## config.mk

```make
export PLATFORM = sky130hd
export DESIGN_NAME = mdu_seq_flat
export DESIGN_NICKNAME = d
export VERILOG_FILES = /design/src/rtl/mdu_seq_if.sv /design/src/rtl/mdu_seq.sv /design/src/flat_wrapper.sv
export SDC_FILE = /design/constraint.sdc
export NUM_CORES = 1
export LEC_CHECK = 0
export CAP_MARGIN = 20
export CORE_ASPECT_RATIO = 0.9
export CORE_MARGIN = 3
export CORE_UTILIZATION = 40
export CTS_CLUSTER_SIZE = 30
export DETAILED_ROUTE_END_ITERATION = 8
export GPL_TIMING_DRIVEN = 0
export PLACE_DENSITY = 0.63
export SLEW_MARGIN = 20
export SYNTH_ARGS = -nofsm -noshare
export SYNTH_HDL_FRONTEND = slang
export SYNTH_SLANG_ARGS = --single-unit
```

## constraint.sdc

```tcl
create_clock -name clk -period 13.45 [get_ports clk]
set_input_delay 2.0175 -clock clk [delete_from_list [all_inputs] [get_ports clk]]
set_output_delay 2.0175 -clock clk [all_outputs]
set_load 0.02 [all_outputs]
```

## src/rtl/mdu_seq_if.sv

```systemverilog
// mdu_seq_if: request/result bundle between the EX stage and the mdu_seq multiply/divide sequencer
// Ports (signals):
//   start, op[1:0], src_a, src_b, cancel   EX -> sequencer (request, operands, pipeline flush)
//   busy, done, div_zero, hi, lo           sequencer -> EX (stall, completion pulse, results)
// Modports: master = EX side, slave = sequencer side.
interface mdu_seq_if #(parameter int WIDTH = 32);
   logic             start;
   logic [1:0]       op;
   logic [WIDTH-1:0] src_a;
   logic [WIDTH-1:0] src_b;
   logic             cancel;
   logic             busy;
   logic             done;
   logic             div_zero;
   logic [WIDTH-1:0] hi;
   logic [WIDTH-1:0] lo;
   modport master (output start, op, src_a, src_b, cancel, input busy, done, div_zero, hi, lo);
   modport slave (input start, op, src_a, src_b, cancel, output busy, done, div_zero, hi, lo);
endinterface

```

## src/rtl/mdu_seq.sv

```systemverilog
// mdu_seq: iterative multiply/divide sequencer (MULTU/MULT/DIVU/DIV) for the HI/LO unit.
// Ports:
//   clk    rising-edge clock
//   rst_n  asynchronous active-low reset
//   m      mdu_seq_if.slave: start/op/src_a/src_b/cancel in, busy/done/div_zero/hi/lo out
// One WIDTH+1-bit carry-lookahead adder (16-bit slices) is shared by PREP, ITER and FIX.
// Build option: MDU_MUL_ZERO_SKIP_EN lets a multiply with a zero operand go PREP -> FIX.
module mdu_seq #(
   parameter int WIDTH = 32
) (
   input logic      clk,
   input logic      rst_n,
   mdu_seq_if.slave m
);
   localparam int NS = WIDTH / 16;
   localparam int CW = $clog2(WIDTH);
   typedef enum logic [2:0] {IDLE, PREP, ITER, FIX, DONE} state_t;
   state_t           state_q, state_d;
   logic [1:0]       op_q, op_d;
   logic [WIDTH-1:0] acc_q, acc_d, wlo_q, wlo_d, mc_q, mc_d, hi_q, hi_d, lo_q, lo_d;
   logic [CW-1:0]    cnt_q, cnt_d;
   logic             ps_q, ps_d, rs_q, rs_d, bneg_q, bneg_d, dz_q, dz_d;
   logic [WIDTH:0]   dp_x, dp_y, dp_s, r_sh, inc;
   logic             dp_ci, is_mul, a_neg, b_neg;
   logic [WIDTH-1:0] a_mag, hi_fix, lo_fix;

   // Carry-lookahead add: per-slice group generate/propagate, slice carries from the
   // group terms, then bit carries inside each slice; the extra top bit rides on the last carry.
   function automatic logic [WIDTH:0] cla_add(input logic [WIDTH:0] x, input logic [WIDTH:0] y, input logic ci);
      logic [WIDTH-1:0] g, p;
      logic [NS-1:0]    sg, sp;
      logic [NS:0]      sc;
      logic [WIDTH:0]   bc;
      g = x[WIDTH-1:0] & y[WIDTH-1:0];
      p = x[WIDTH-1:0] ^ y[WIDTH-1:0];
      sg = '0;
      sp = '1;
      for (int s = 0; s < NS; s++) begin
         for (int i = 0; i < 16; i++) begin
            sg[s] = g[16*s+i] | (p[16*s+i] & sg[s]);
            sp[s] = sp[s] & p[16*s+i];
         end
      end
      sc[0] = ci;
      for (int s = 0; s < NS; s++) sc[s+1] = sg[s] | (sp[s] & sc[s]);
      bc = '0;
      for (int s = 0; s < NS; s++) begin
         bc[16*s] = sc[s];
         for (int i = 0; i < 15; i++) bc[16*s+i+1] = g[16*s+i] | (p[16*s+i] & bc[16*s+i]);
      end
      bc[WIDTH] = sc[NS];
      return {x[WIDTH] ^ y[WIDTH] ^ bc[WIDTH], p ^ bc[WIDTH-1:0]};
   endfunction

   assign is_mul = !op_q[1];
   // During PREP the raw operands still sit in mc_q (a) and wlo_q (b).
   assign a_neg  = op_q[0] & mc_q[WIDTH-1];
   assign b_neg  = op_q[0] & wlo_q[WIDTH-1];
   assign a_mag  = a_neg ? dp_s[WIDTH-1:0] : mc_q;
   assign r_sh   = {acc_q, wlo_q[WIDTH-1]};
   // Low-half negation uses its own increment chain so FIX needs only one datapath pass.
   assign inc    = {1'b0, ~wlo_q} + {{WIDTH{1'b0}}, 1'b1};
   assign hi_fix = (is_mul ? ps_q : rs_q) ? dp_s[WIDTH-1:0] : acc_q;
   assign lo_fix = ps_q ? inc[WIDTH-1:0] : wlo_q;
   assign dp_s   = cla_add(dp_x, dp_y, dp_ci);

   // Datapath operand select. A negative signed divisor is kept raw and added
   // (rem + b == rem - |b|), so PREP only ever negates the dividend/multiplicand.
   always_comb begin
      dp_x  = '0;
      dp_y  = '0;
      dp_ci = 1'b0;
      if (state_q == PREP) begin
         dp_y  = ~{1'b0, mc_q};
         dp_ci = 1'b1;
      end else if (state_q == ITER && is_mul) begin
         dp_x = {1'b0, acc_q};
         dp_y = {1'b0, mc_q};
      end else if (state_q == ITER) begin
         dp_x  = r_sh;
         dp_y  = bneg_q ? {mc_q[WIDTH-1], mc_q} : ~{1'b0, mc_q};
         dp_ci = !bneg_q;
      end else if (state_q == FIX) begin
         dp_x  = {1'b0, ~acc_q};
         dp_ci = is_mul ? inc[WIDTH] : 1'b1;
      end
   end

   always_comb begin
      state_d = state_q;
      op_d    = op_q;
      acc_d   = acc_q;
      wlo_d   = wlo_q;
      mc_d    = mc_q;
      cnt_d   = cnt_q;
      ps_d    = ps_q;
      rs_d    = rs_q;
      bneg_d  = bneg_q;
      hi_d    = hi_q;
      lo_d    = lo_q;
      dz_d    = dz_q;
      case (state_q)
         IDLE, DONE: begin
            state_d = m.start ? PREP : IDLE;
            if (m.start) begin
               op_d  = m.op;
               mc_d  = m.src_a;
               wlo_d = m.src_b;
            end
         end
         PREP: begin
            cnt_d  = '0;
            ps_d   = a_neg ^ b_neg;
            rs_d   = a_neg;
            bneg_d = b_neg;
            if (is_mul) begin
               // |a|*|b| = |a|*~b + |a| for negative b: seed the accumulator with |a|.
               mc_d    = a_mag;
               wlo_d   = b_neg ? ~wlo_q : wlo_q;
               acc_d   = b_neg ? a_mag : '0;
               state_d = ITER;
`ifdef MDU_MUL_ZERO_SKIP_EN
               if (mc_q == '0 || wlo_q == '0) begin
                  acc_d   = '0;
                  wlo_d   = '0;
                  state_d = FIX;
               end
`endif
            end else if (wlo_q == '0) begin
               hi_d    = mc_q;
               lo_d    = '1;
               dz_d    = 1'b1;
               state_d = DONE;
            end else begin
               mc_d    = wlo_q;
               wlo_d   = a_mag;
               acc_d   = '0;
               state_d = ITER;
            end
         end
         ITER: begin
            cnt_d   = cnt_q + CW'(1);
            state_d = (cnt_q == CW'(WIDTH - 1)) ? FIX : ITER;
            if (is_mul) begin
               {acc_d, wlo_d} = {wlo_q[0] ? dp_s : {1'b0, acc_q}, wlo_q[WIDTH-1:1]};
            end else begin
               // Top bit of the difference set means borrow: restore.
               acc_d = dp_s[WIDTH] ? r_sh[WIDTH-1:0] : dp_s[WIDTH-1:0];
               wlo_d = {wlo_q[WIDTH-2:0], !dp_s[WIDTH]};
            end
         end
         FIX: begin
            hi_d    = hi_fix;
            lo_d    = lo_fix;
            dz_d    = 1'b0;
            state_d = DONE;
         end
         default: state_d = IDLE;
      endcase
      if (m.cancel) begin
         state_d = IDLE;
         hi_d    = hi_q;
         lo_d    = lo_q;
         dz_d    = dz_q;
      end
   end

   always_ff @(posedge clk or negedge rst_n) begin
      if (!rst_n) begin
         state_q <= IDLE;
         op_q    <= '0;
         acc_q   <= '0;
         wlo_q   <= '0;
         mc_q    <= '0;
         cnt_q   <= '0;
         ps_q    <= 1'b0;
         rs_q    <= 1'b0;
         bneg_q  <= 1'b0;
         hi_q    <= '0;
         lo_q    <= '0;
         dz_q    <= 1'b0;
      end else begin
         state_q <= state_d;
         op_q    <= op_d;
         acc_q   <= acc_d;
         wlo_q   <= wlo_d;
         mc_q    <= mc_d;
         cnt_q   <= cnt_d;
         ps_q    <= ps_d;
         rs_q    <= rs_d;
         bneg_q  <= bneg_d;
         hi_q    <= hi_d;
         lo_q    <= lo_d;
         dz_q    <= dz_d;
      end
   end

   assign m.busy     = state_q inside {PREP, ITER, FIX};
   assign m.done     = state_q == DONE;
   assign m.div_zero = dz_q;
   assign m.hi       = hi_q;
   assign m.lo       = lo_q;
endmodule

```

## src/flat_wrapper.sv

```systemverilog
// flat-port wrapper written by rule: the top's interface ports become plain ports
module mdu_seq_flat 
#(
   parameter int WIDTH = 32
)
  (clk, rst_n, m_start, m_op, m_src_a, m_src_b, m_cancel, m_busy, m_done, m_div_zero, m_hi, m_lo);
  mdu_seq_if #(.WIDTH(WIDTH)) m_i ();
  input logic clk;
  input logic rst_n;
  input wire logic [$bits(m_i.start)-1:0] m_start;
  input wire logic [$bits(m_i.op)-1:0] m_op;
  input wire logic [$bits(m_i.src_a)-1:0] m_src_a;
  input wire logic [$bits(m_i.src_b)-1:0] m_src_b;
  input wire logic [$bits(m_i.cancel)-1:0] m_cancel;
  output wire logic [$bits(m_i.busy)-1:0] m_busy;
  output wire logic [$bits(m_i.done)-1:0] m_done;
  output wire logic [$bits(m_i.div_zero)-1:0] m_div_zero;
  output wire logic [$bits(m_i.hi)-1:0] m_hi;
  output wire logic [$bits(m_i.lo)-1:0] m_lo;
  assign m_i.start = m_start;
  assign m_i.op = m_op;
  assign m_i.src_a = m_src_a;
  assign m_i.src_b = m_src_b;
  assign m_i.cancel = m_cancel;
  assign m_busy = m_i.busy;
  assign m_done = m_i.done;
  assign m_div_zero = m_i.div_zero;
  assign m_hi = m_i.hi;
  assign m_lo = m_i.lo;
  mdu_seq #(.WIDTH(WIDTH)) u_core (.clk(clk), .rst_n(rst_n), .m(m_i));
endmodule
```

Word-level counts from Yosys, hierarchy flattened
Index checks and enable logic that the tools add are counted.

word-level totals
  register bits after elaboration = 174
  output and inout port bits = 67
  logic and storage cells = 257

cells by class
  $add $sub $neg = 2
  equal/unequal tests = 10
  multiplexer cells = 50
  bitwise logic cells = 166
  reduce and logical (&&, ||, !) cells = 17

operators with widths
  operator                 count
  $mux W32                 21
  $mux W33                 8
  $pmux W32 S2             4
  $pmux W32 S3             1
  $and A1 B1 Y1            94
  $not A32 Y32             2
  $xor A32 B32 Y32         2
  $or A1 B1 Y1             62
  $add A32 B1 Y33 const B  1
  $not A32 Y33             1
  $and A32 B32 Y32         1
  $logic_not A32 Y1        1
  $pmux W3 S4              1
  $mux W1                  10
  $pmux W5 S2              1
  $mux W3                  3
  $reduce_and A4 Y1        2
  $eq A3 B2 Y1 const B     2
  $reduce_bool A2 Y1       3
  $reduce_bool A3 Y1       2
  $add A5 B1 Y5 const B    1
  $eq A5 B5 Y1 const B     1
  $ne A2 B2 Y1 const B     2
  $reduce_and A2 Y1        2
  13 further kinds         17

Logic depth before layout (Yosys ltp)
Gate-level depths: netlist (run 1).

  depth after elaboration = 72
  depth in mapped cells = 34

Worst setup path before layout (run 1)
Ideal clock, no wire load.

  path type = register to register
  start = register u_core.state_q[2]
  end = register u_core.wlo_q[31]
  setup time = 0.121 ns
  arrival time = 10.835 ns
  data required time = 13.329 ns
  slack = 2.494 ns
  stages on the path, launching flop included = 34
  period minus slack after synthesis = 10.956 ns
  cells stage by stage = dfrtp_1 > clkbuf_1 > nand2b_1 > nor2_1 > a21oi_1 > clkbuf_1 > xnor2_1 > and2_1 > ha_1 > and4_1 > nand3_1 > or4_1 > nor2_1 > nor2_1 > fa_1 > fa_1 > fa_1 > fa_1 > fa_1 > fa_1 > fa_1 > fa_1 > fa_1 > fa_1 > fa_1 > fa_1 > fa_1 > fa_1 > fa_1 > xnor2_1 > o21ai_0 > a21oi_1 > a221o_1 > a22o_1

between the ends
  cells in the longest elaborated chain, start to end = 72
  elaborated cells on any way between the ends = 109
  classes of those cells = eq/ne: 7; mux: 17; bitwise: 80; reduce/logical: 5

RTL lines
  item                                                  line                          source
  start, declared                                       mdu_seq.sv:18                 state_t state_q, state_d;
  start signal, assigned                                mdu_seq.sv:183                state_q <= state_d;
  $eq A3 B2 Y1                                          mdu_seq.sv:83                 end else if (state_q == FIX) begin
  $mux W32                                              mdu_seq.sv:83
  $mux W33                                              mdu_seq.sv:79                 end else if (state_q == ITER) begin
  $mux W33                                              mdu_seq.sv:76                 end else if (state_q == ITER && is_mul) begin
  $mux W33                                              mdu_seq.sv:73                 if (state_q == PREP) begin
  $xor A32 B32 Y32 or $and A32 B32 Y32 (tied branches)  mdu_seq.sv:35, mdu_seq.sv:34
  $and A1 B1 Y1                                         mdu_seq.sv:40                 sg[s] = g[16*s+i] | (p[16*s+i] & sg[s]);
  $or A1 B1 Y1                                          mdu_seq.sv:40
  [... 56 more ...]                                     -
  $or A1 B1 Y1                                          mdu_seq.sv:49                 for (int i = 0; i < 15; i++) bc[16*s+i+1] = g[16*s+i] | (p[16*s+i] & bc[16*s+i]);
  $and A1 B1 Y1                                         mdu_seq.sv:49
  $or A1 B1 Y1                                          mdu_seq.sv:49
  $xor A32 B32 Y32                                      mdu_seq.sv:52                 return {x[WIDTH] ^ y[WIDTH] ^ bc[WIDTH], p ^ bc[WIDTH-1:0]};
  $mux W32                                              mdu_seq.sv:59                 assign a_mag = a_neg ? dp_s[WIDTH-1:0] : mc_q;
  $mux W32                                              mdu_seq.sv:129                end else if (wlo_q == '0) begin
  $mux W32                                              mdu_seq.sv:116                if (is_mul) begin
  $pmux W32 S3                                          mdu_seq.sv:102                case (state_q)
  end signal, assigned                                  mdu_seq.sv:186                wlo_q <= wlo_d;
  end, declared                                         mdu_seq.sv:20                 logic [WIDTH-1:0] acc_q, acc_d, wlo_q, wlo_d, mc_q, mc_d, hi_q, hi_d, lo_q, lo_d;

Parallel ways exist; a longest one is shown, timed or not. The select of a mux whose other input is x is not followed.
A chain may end at the register's enable or synchronous reset.

Final worst setup path (run 1)
  start = register u_core.state_q[2]
  end = register u_core.mc_q[31]

between the ends
  cells in the longest elaborated chain, start to end = 71
  elaborated cells on any way between the ends = 105
  classes of those cells = eq/ne: 6; mux: 14; bitwise: 80; reduce/logical: 5

RTL lines
  item                                                  line                          source
  $eq A3 B2 Y1                                          mdu_seq.sv:83
  $mux W32                                              mdu_seq.sv:83
  $mux W33                                              mdu_seq.sv:79
  $mux W33                                              mdu_seq.sv:76
  $mux W33                                              mdu_seq.sv:73
  $xor A32 B32 Y32 or $and A32 B32 Y32 (tied branches)  mdu_seq.sv:35, mdu_seq.sv:34
  $and A1 B1 Y1                                         mdu_seq.sv:40
  $or A1 B1 Y1                                          mdu_seq.sv:40
  [... 55 more ...]                                     -
  $and A1 B1 Y1                                         mdu_seq.sv:49
  $or A1 B1 Y1                                          mdu_seq.sv:49
  $and A1 B1 Y1                                         mdu_seq.sv:49
  $or A1 B1 Y1                                          mdu_seq.sv:49
  $xor A32 B32 Y32                                      mdu_seq.sv:52
  $mux W32                                              mdu_seq.sv:59
  $mux W32                                              mdu_seq.sv:116
  $pmux W32 S2                                          mdu_seq.sv:102
  end signal, assigned                                  mdu_seq.sv:187                mc_q <= mc_d;
  end, declared                                         mdu_seq.sv:20

Parallel ways exist; a longest one is shown, timed or not.

==> flow_summary.toml, run 1 <==
[logic_synthesis]
syn-num-nets = 1861
netlist_area_um2 = 13500
ys_top_cells_by_area = "dfrtp_1, a21oi_1, o21ai_0"
synth.avg_cell_area_um2 = 7.80
ys_seq_elements = 174
yosys_warnings = 0
synth_top_area_frac = 0.324
synth_edf_count = 0
synth_top_flop_cell = "dfrtp_1"
synthArstFlopShare = 1.00
yosysTopAreaCell = "dfrtp_1"
synth.distinct_cells = 63
ys_seq_area_frac = 0.324
netlist_instances = 1725

[status]
status = "finished, final reports clean"

[final_layout]
nets = 2018
stdcell_area_um2 = 16000
multi_input_area_um2 = 8150
layout-drive-gt1-share = 0.0528
final-seq-area_um2 = 4350
syn_to_final_growth_pct = 18.7
fill_cells = 3261

[critical_path]
reg2reg_depth = 34
cp_num_buf_inv = 2
worst_ep_required_time_ns = 13.77
path_depth = 34
path_max_fanout = 10
cp_top_family = "adder cells"
startpoint_type = "register"
cpMaxStageDelayCell = "clkbuf_1"
crit_type = "reg -> reg"
cp.arrival_ns = 13.08
max_stage_delay_ns = 0.69
crit_top_cell = "fa_1"
end_kind = "register"

[global_routing]
grt_pass1_vias = 13681
antenna_found_initial = 0
grtUsageTotal = 0.290
grt_start_max_net_pins = 72
gr-total-overflow = 0
grt_first_pass_wirelength_um = 80900

[sta]
clock_skew_ns = 0.0157
finalMaxSlewViolations = 0
min_period_over_period = 0.949
rsz0062_at_grt = "no"
finalCriticalPeriod_ns = 12.77
finalHoldViolations = 0
worst_pin_slew_ns = 0.912
setup_viol = 0
fin_tns_setup_ns = 0
fmax_mhz = 78.3
slew_headroom = 0.392

[clock_tree]
cts_root_buf = "clkbuf_16"
cts.htree.levels = 4
numCtsBuffers = 17
cts_buffer_depth = 2
post-cts-setup-buffer-count = 0
cts_tree = "done"
cts.sinks = 174
ctsResizeCount = 0
hold_buffers = 0
clkLatencyLatePin_ns = 0.45
clkSlewWorstSetupHoldPaths_ns = 0.07

[run]
max_cap_viol_count = 0

[worst_hold_path]
hold_path_class = "reg -> reg"
holdPathStages = 2

[drt]
vias = 14191
firstDrtPassIters = 9
drt_iter0_drc = 1848
drt-total-wl_um = 51800
wire_per_inst_um = 22.4
postRouteAntennaNets = 0
post-route-drc-count = 0
vias_per_cell = 6.12

[floorplan]
fp.dieH_um = 180
die-area_um2 = 35900
core_area_um2 = 33000
die_width_um = 199
rows = 63
ioPinCount = 137
initial_core_util = 0.407

[placed_design]
dp_hpwl_um = 39800
dpl_cell_area_um2 = 15400
portBuffers = 136
gp_congestion = 0.920

[power]
p_leak_nw = 6.09
ir_drop_mv = 0.0917
p_per_area_nw_per_um2 = 159
cell families after synthesis:
| logic type | after synthesis | share of synthesized area |
|---|---|---|
| AO/OA/AOI/OAI | 615 | 0.285 |
| AND/OR/NAND/NOR | 518 | 0.166 |
| buffers and inverters | 245 | 0.0704 |
| flip-flops | 174 | 0.324 |
| XOR/XNOR | 66 | 0.0430 |
| adder cells (fa/ha/maj) | 66 | 0.0781 |
| multiplexers | 41 | 0.0340 |
synthesized netlist by cell type, types with 6 or more instances:
master,number
dfrtp_1,174
a21oi_1,184
o21ai_0,179
o41ai_1,6
o21ai_1,8
buf_2,12
a31oi_1,12
o31ai_1,11
xor2_1,27
nor2_1,198
o211ai_1,63
ha_1,36
xnor2_1,39
a222oi_1,30
nand4_1,6
nand3_1,11
a211oi_1,40
buf_1,8
a221oi_1,31
inv_1,98
fa_1,30
a21boi_0,28
mux2i_1,7
mux2_2,33
nand2_1,230
and2_1,35
clkbuf_1,122
registers in the layout (all words and copies together) (netlist names):
signal             count
u_core.m.hi           32
u_core.op_q            2
u_core.m.div_zero      1
u_core.ps_q            1
u_core.bneg_q          1
u_core.acc_q          32
u_core.rs_q            1
u_core.state_q         3
u_core.cnt_q           5
u_core.m.lo           32
u_core.mc_q           32
u_core.wlo_q          32
worst register-to-register path: cells and delay by family, from the launching register on:
kind	cells	cell delay, ns
AND/OR/NAND/NOR	10	2.44
AO/OA/AOI/OAI	4	1.06
XOR/XNOR	2	0.33
buffers and inverters	2	1.13
adder cells (fa/ha/maj)	16	7.33
flip-flops	1	0.35
path summary, 6_finish.rpt:
| kind | from | endpoint | slack [ns] |
|---|---|---|---|
| min reg2reg | u_core.m.lo[11]$_DFFE_PN0P_ | u_core.m.lo[11]$_DFFE_PN0P_ | 0.48 |
| max reg2reg | u_core.state_q[2]$_DFF_PN0_ | u_core.mc_q[31]$_DFFE_PN0P_ | 0.68 |
| max in group asynchronous | rst_n | u_core.m.lo[8]$_DFFE_PN0P_ | 10.97 |
| min | u_core.m.lo[11]$_DFFE_PN0P_ | u_core.m.lo[11]$_DFFE_PN0P_ | 0.48 |
| max | u_core.state_q[2]$_DFF_PN0_ | u_core.mc_q[31]$_DFFE_PN0P_ | 0.68 |
| min in group asynchronous | rst_n | u_core.m.hi[23]$_DFFE_PN0P_ | 1.44 |
layer usage:
| layer | global-route usage | share of wire | vias up |
|---|---|---|---|
| met5 | 0 | 0 | - |
| met2 | 0.422 | 0.43 | 788 |
| met1 | 0.432 | 0.44 | 6903 |
| li1 | - | - | 6402 |
| met4 | 0.104 | 0.039 | 0 |
| met3 | 0.0472 | 0.091 | 98 |
report_power, final:
group	total (mW)	switching [mW]	leakage (nW)	internal, mW
clock	0.499	0.239	0.261	0.260
combinational	1.20	0.736	3.72	0.468
sequential	0.839	0.174	2.11	0.665
layout make-up:
cell class              instances  share of cell area
inverters                     100              0.0235
repair buffers                138              0.0890
multi-input cells            1306               0.511
diodes                          1            0.000157
well taps                     422              0.0331
clock inverters                13             0.00737
flip-flops and latches        174               0.273
clock buffers                  19              0.0277
plain buffers                 145              0.0358
stage by stage:
| step | instances | total power, mW | setup WS (ns) | hold slack [ns] | utilization |
|---|---|---|---|---|---|
| global route | 2317 | 2.70 | 0.159 | 0.505 | 0.483 |
| finish | 2318 | 2.54 | 0.682 | 0.478 | 0.483 |
| floorplan | 1725 | 1.57 | 2.49 | 0.449 | - |
| CTS | 2317 | 2.53 | 0.866 | 0.484 | 0.483 |
| detailed placement | 2285 | 2.03 | 0.955 | 0.469 | 0.466 |
| global placement | 2283 | 2.00 | 0.932 | 0.464 | 0.464 |
cells in the final DEF (no fill, tap or decap), types with 4 or more instances in the layout:
cell,instances
ha_1,36
clkbuf_1,123
or2_2,4
xor2_1,27
and2_1,35
a221o_1,4
mux2i_1,7
a222oi_1,30
a22o_1,4
mux2_2,33
o21ai_0,179
o41ai_1,6
a21oi_1,184
buf_2,12
xnor2_1,39
nor2b_1,5
buf_1,8
nand4_1,6
a31oi_1,12
inv_1,98
o211ai_1,63
nand2_1,230
o31ai_1,11
clkbuf_16,17
fa_1,30
a21boi_0,28
clkinvlp_4,5
a211oi_1,40
dfrtp_1,174
nor3_1,4
clkdlybuf4s50_1,135
o21ai_1,8
or3_1,4
nand3_1,11
nor2_1,198
a221oi_1,31
(Power assumes the default switching activity.)
==> inputs of run 2 (changes only) <==
- ABC_CLOCK_PERIOD_IN_PS: unset -> 13450
==> results of run 2 <==
No change in the layout: final DEF, timing and power equal those of run 1.
